===== config.mk =====
export PLATFORM = sky130hd
export DESIGN_NAME = ul4_seq
export DESIGN_NICKNAME = d
export VERILOG_FILES = /design/src/rtl/ul4_seq.sv
export SDC_FILE = /design/constraint.sdc
export NUM_CORES = 1
export LEC_CHECK = 0
export CORE_ASPECT_RATIO = 0.9
export CORE_MARGIN = 2
export CORE_UTILIZATION = 45
export CTS_CLUSTER_DIAMETER = 60
export DETAILED_ROUTE_END_ITERATION = 16
export HOLD_SLACK_MARGIN = 0.08
export PLACE_DENSITY = 0.73
export RECOVER_POWER = 50
export SLEW_MARGIN = 15
export SYNTH_ARGS = -nofsm -noshare
export SYNTH_HDL_FRONTEND = slang
export SYNTH_HIERARCHICAL = 1
export SYNTH_SLANG_ARGS = --single-unit

===== constraint.sdc =====
create_clock -name clk -period 5.6 [get_ports clk]
set_input_delay 1.12 -clock clk [delete_from_list [all_inputs] [get_ports clk]]
set_output_delay 1.12 -clock clk [all_outputs]
set_load 0.02 [all_outputs]

===== src/rtl/ul4_seq.sv =====
// ul4_seq: repeat-step sequencer around the 4-bit ul4 logic unit.
// Loads RA/RB, applies one op N times, reports via done/ack.
module ul4 (
  input  logic [3:0] a,
  input  logic [3:0] b,
  input  logic [1:0] s,
  output logic [3:0] out
);

  always_comb begin
    out = a;
    unique case (s)
      2'b00: out = a;
      2'b01: out = b;
      2'b10: out = a + 4'd1;
      2'b11: out = b + 4'd1;
      default: out = a;
    endcase
  end

endmodule

module ul4_seq #(
  parameter int CNT_W = 4
) (
  input  logic             clk,
  input  logic             reset,
  input  logic             start,
  input  logic [3:0]       a_in,
  input  logic [3:0]       b_in,
  input  logic [1:0]       op,
  input  logic [CNT_W-1:0] count,
  input  logic             ack,
  output logic             busy,
  output logic             done,
  output logic [3:0]       result,
  output logic             wrap
);

  typedef enum logic [1:0] {
    IDLE = 2'd0,
    RUN  = 2'd1,
    DONE = 2'd2
  } state_t;

  localparam logic [CNT_W-1:0] ONE = 1;

  state_t           state;
  state_t           state_nx;
  logic [3:0]       ra;
  logic [3:0]       rb;
  logic [1:0]       op_r;
  logic [CNT_W-1:0] cnt;
  logic             wrap_r;
  logic [3:0]       alu_out;
  logic [3:0]       src;

  ul4 u_ul4 (
    .a   (ra),
    .b   (rb),
    .s   (op_r),
    .out (alu_out)
  );

  assign src = op_r[0] ? rb : ra;

  always_ff @(posedge clk or posedge reset) begin
    if (reset) state <= IDLE;
    else       state <= state_nx;
  end

  always_comb begin
    state_nx = state;
    unique case (state)
      IDLE: begin
        if (start)
          state_nx = (count != '0) ? RUN : DONE;
      end
      RUN: begin
        if (cnt == ONE) state_nx = DONE;
      end
      DONE: begin
        if (ack) state_nx = IDLE;
      end
      default: state_nx = IDLE;
    endcase
  end

  always_comb begin
    busy = (state == RUN);
    done = (state == DONE);
  end

  // Datapath registers; only the op_r[0]-selected one is written in RUN.
  always_ff @(posedge clk or posedge reset) begin
    if (reset) begin
      ra     <= '0;
      rb     <= '0;
      op_r   <= '0;
      cnt    <= '0;
      wrap_r <= 1'b0;
    end else begin
      unique case (state)
        IDLE: begin
          if (start) begin
            ra     <= a_in;
            rb     <= b_in;
            op_r   <= op;
            cnt    <= count;
            wrap_r <= 1'b0;
          end
        end
        RUN: begin
          if (op_r[0]) rb <= alu_out;
          else         ra <= alu_out;
          if (op_r[1] && src == 4'hF)
            wrap_r <= 1'b1;
          cnt <= cnt - ONE;
        end
        default: begin
        end
      endcase
    end
  end

  assign result = src;
  assign wrap   = wrap_r;

endmodule


Word level (Yosys, flattened, before mapping) --
Index checks and enable logic that the tools add are counted.
Cells by class: add/sub/neg operators 3, $mul 0, div/mod/pow operators 0, order comparisons 0, equality and inequality tests 13, shifts and indexed selects 0, multiplexer cells 18, bitwise operators 0, reductions and logical operators 11
Operators by type and width (number):
- $mux W4 | 6
- $pmux W4 S2 | 3
- $pmux W4 S4 | 1
- $reduce_and A3 Y1 | 4
- $add A4 B1 Y4 const B | 2
- $mux W2 | 4
- $eq A2 B2 Y1 const B | 3
- $ne A2 B1 Y1 const B | 3
- $ne A2 B2 Y1 const B | 3
- $pmux W2 S3 | 1
- $eq A2 B1 Y1 const B | 2
- $eq A4 B1 Y1 const B | 1
- $eq A4 B4 Y1 const B | 1
- $logic_not A2 Y1 | 2
- $reduce_and A2 Y1 | 2
- $reduce_bool A4 Y1 | 1
- $sub A4 B1 Y4 const B | 1
- $mux W1 | 2
- $pmux W1 S2 | 1
- $reduce_bool A2 Y1 | 1
- $logic_and A1 B1 Y1 | 1
Word-level totals: register bits 17, bits in latches 0, RAM bits 0, memory bits (read-only) 0, bits of input ports 18, output and inout port bits 7, logic and storage cells 51, memories kept 0

Depth between registers and ports, before layout --
word-level depth 5, depth in mapped cells 8

Hierarchy --
The synthesis kept the hierarchy.
By module, submodules not included:
- ul4_seq | times used 1, cells an instance 91, area each 1003.5 µm², sequential area each 425.4 µm²
- ul4 | times used 1, cells an instance 19, area each 197.7 µm², sequential area each 0.0 µm²

Worst setup path after synthesis --
Ideal clock, no wire load.
path type register to output, from reg state[1], to out done, data arrival time 1.028 ns, data required time 4.480 ns, slack 3.452 ns, stages on the path, launching flop included 3, buffers on the path 1, path through dfrtp_1 -> clkbuf_1 -> nor2b_1
Between the ends: cells in the longest elaborated chain, start to end 1
Ends and longest elaborated chain:
- start: declaration | line 48 | state_t state;
- start signal: assignment | line 69 | else state <= state_nx;
- $eq A2 B2 Y1 | line 91 | done = (state == DONE);
- end: declaration | line 35 | output logic done,
Every way passes these cells.

Final worst setup path --
from reg state[0], to out busy
Between the ends: cells in the longest elaborated chain, start to end 1
Ends and longest elaborated chain:
- $eq A2 B1 Y1 | line 90 | busy = (state == RUN);
- end: declaration | line 34 | output logic busy,
Every way passes these cells.

==> results_dict.tcl <==
set metrics [dict create \
    areaGrowthSynthToFinish_pct 21.7 \
    wl_per_cell_um 16.9 \
    grt_setup_unrepaired "false" \
    design.core.area_um2 2490 \
    gr-total-overflow 0 \
    hold_end "wrap" \
    fin_cells 160 \
    ys_types 40 \
    finalNetCount 154 \
    cts_htree_levels 1 \
    min-delay-start "wrap" \
    dp_hpwl_um 2020 \
    timing.final.crit_share_pct 57.3 \
    ff2ff_setup_slack_ns 3.31 \
    antenna_found_initial 0 \
    worstSkewPairLatency_ns 0.29 \
    crit_fanout 19 \
    grt_first_pass_wirelength_um 4430 \
    cts_setup_buffers 0 \
    fillers 218 \
    worst_pin_slew_ns 0.682 \
    highest_layer "met4" \
    diodes 0 \
    synth-edff-count 0 \
    r2r_cells 7 \
    clk_transition_reported_paths_ns 0.11 \
    dpl.cell_count 156 \
    p_leak_nw 0.607 \
    synth_fp_nets 131 \
    yosys_warnings 6 \
    io_buffers 24 \
    first_iter_violations 16 \
    critPathArrivalTime_ns 2.09 \
    place.gp.congestion 0.833 \
    clk_path_buf_depth 2 \
    ys_seq_area_share_pct 35.4 \
    cts.sinks 17 \
    hold_depth 2 \
    grtUsageTotal_pct 19.5 \
    ir_drop_v 0.000339 \
    viasPerCell 5.84 \
    first_pass_iters 4 \
    die_h_um 53.0 \
    rows 17 \
    ys_ff_latch 17 \
    cts-hold-fix-buffers 0 \
    required_ns 4.48 \
    finalClockSkew_ns 0.0121 \
    r2r_start "op_r[0]" \
    setup-violations-final 0 \
    syn_area_um2 1200 \
    start_util_pct 48.3 \
    period_needed_ns 3.21 \
    postSynthAreaPerCell_um2 10.9 \
    start_kind "flop" \
    power_density_nw_per_um2 613 \
    die_area_um2 3100 \
    maxSlewViolCount 0 \
    async_flop_share_pct 100 \
    hold_viol 0 \
    cts_root_buffer "clkbuf_4" \
    drive_above_1_share_pct 24.2 \
    wl_met2_um 1230 \
    ys.flop_type "dfrtp_1" \
    first_global_vias 907 \
    io_pins 25 \
    syn_inst 110 \
    slew_headroom_pct 54.5 \
    fmax_ghz 0.311 \
    routed_wirelength_um 2710 \
    post_cts_resized 0 \
    critPathCaptureType "output pin" \
    setup_tns_ns 0 \
    wl_met3_um 158 \
    wl_met1_um 1300 \
    vias 935 \
    drtAntennaViolNets 0 \
    max-cap-violations 0 \
    hold_path_class "flop to flop" \
    dieWidth_um 58.5 \
    status "finished, final reports clean" \
    r2r_end "ra[1]" \
    setup.worst_path.class "flop to output pin" \
    cts_tree "built" \
    cts_inserted_buffers 3 \
    grt_start_max_net_pins 20 \
    drc 0 \
]
[stage by stage]
step                area, um^2  setup WS [ns]  utilization (%)  power (mW)  hold slack [ns]
floorplan                 1200           3.45                -       0.689            0.500
global placement          1440           2.78             57.7       0.809            0.518
detailed placement        1440           2.74             57.7       0.828            0.532
CTS                       1460           2.41             58.7       0.899            0.557
global route              1460           2.25             58.7       0.964            0.582
finish                    1460           2.39             58.7       0.896            0.544
[per-layer routing]
| layer | vias to the layer above | track usage (%) |
|---|---|---|
| li1 | 442 | - |
| met1 | 465 | 26.7 |
| met2 | 26 | 29.6 |
| met3 | 2 | 5.38 |
| met4 | 0 | 6.20 |
| met5 | - | 0 |
[state kept, by name (all words and copies together), names as in the netlist]
name	flops
cnt	4
ra	4
rb	4
op_r	2
state	2
wrap	1
[worst max path at each step]
stage	start	endpoint	slack, ns
global placement	state[0]	busy	2.78
detailed placement	state[0]	busy	2.74
global route	state[0]	busy	2.25
finish	state[0]	busy	2.39
CTS	state[0]	busy	2.41
floorplan	state[1]	done	3.45
[critical path, cell delays in order, from the launching register on]
cell and delay, ns:
dfrtp_1 0.73, nand2b_2 0.24, inv_2 0.20, clkdlybuf4s50_1 0.63
[cell usage in the layout (no fill, tap or decap), types with 2 or more instances in the layout]
| cell | n |
|---|---|
| inv_1 | 5 |
| dfrtp_1 | 17 |
| mux2_4 | 2 |
| o21ai_0 | 3 |
| clkdlybuf4s50_1 | 21 |
| dlygate4sd3_1 | 3 |
| mux2i_1 | 4 |
| clkbuf_4 | 3 |
| a2bb2oi_1 | 2 |
| mux2_2 | 19 |
| nor2_1 | 4 |
| nand2_1 | 5 |
| xor2_1 | 3 |
| ha_1 | 3 |
| nand3_1 | 2 |
| mux2_1 | 4 |
| a21oi_1 | 7 |
| o22a_1 | 2 |
[final cells by class]
cell class                 count  area [um^2]  area share, %
timing repair buffer          24          240           16.4
sequential                    17          425           29.1
clock buffer                   4         26.3           1.80
tap                           28         35.0           2.40
multi-input combinational     81          712           48.7
inverter                       6         22.5           1.54
[cells in the mapped netlist, types with 2 or more instances]
master | instances | area [um^2]
nand2_1 | 5 | 18.8
buf_6 | 2 | 22.5
mux2_1 | 4 | 45.0
ha_1 | 3 | 37.5
mux2_2 | 19 | 214
o21ai_0 | 3 | 15.0
mux2_4 | 2 | 30.0
inv_1 | 5 | 18.8
a21oi_1 | 7 | 35.0
nand3_1 | 2 | 10.0
xor2_1 | 3 | 26.3
mux2i_1 | 4 | 40.0
a2bb2oi_1 | 2 | 17.5
nor2_1 | 4 | 15.0
o22a_1 | 2 | 17.5
dfrtp_1 | 17 | 425
buf_2 | 3 | 15.0
[power breakdown]
part | total (mW) | switching (mW) | internal (mW)
clock | 0.0673 | 0.0396 | 0.0277
sequential | 0.310 | 0.126 | 0.184
combinational | 0.519 | 0.221 | 0.298
[kinds of logic (layout without fill, tap and decap cells)]
logic type,Yosys count,after routing,synth area share (%)
muxes,29,29,27.4
and+or+nand+nor,25,25,15.0
AOI/OAI and AO/OA,20,20,10.8
DFF,17,17,35.4
buffers and inverters,12,34,5.31
xor gates and xnor gates,4,4,2.92
adders and majority gates,3,3,3.13
No activity file was read; power rests on OpenSTA's default activity.
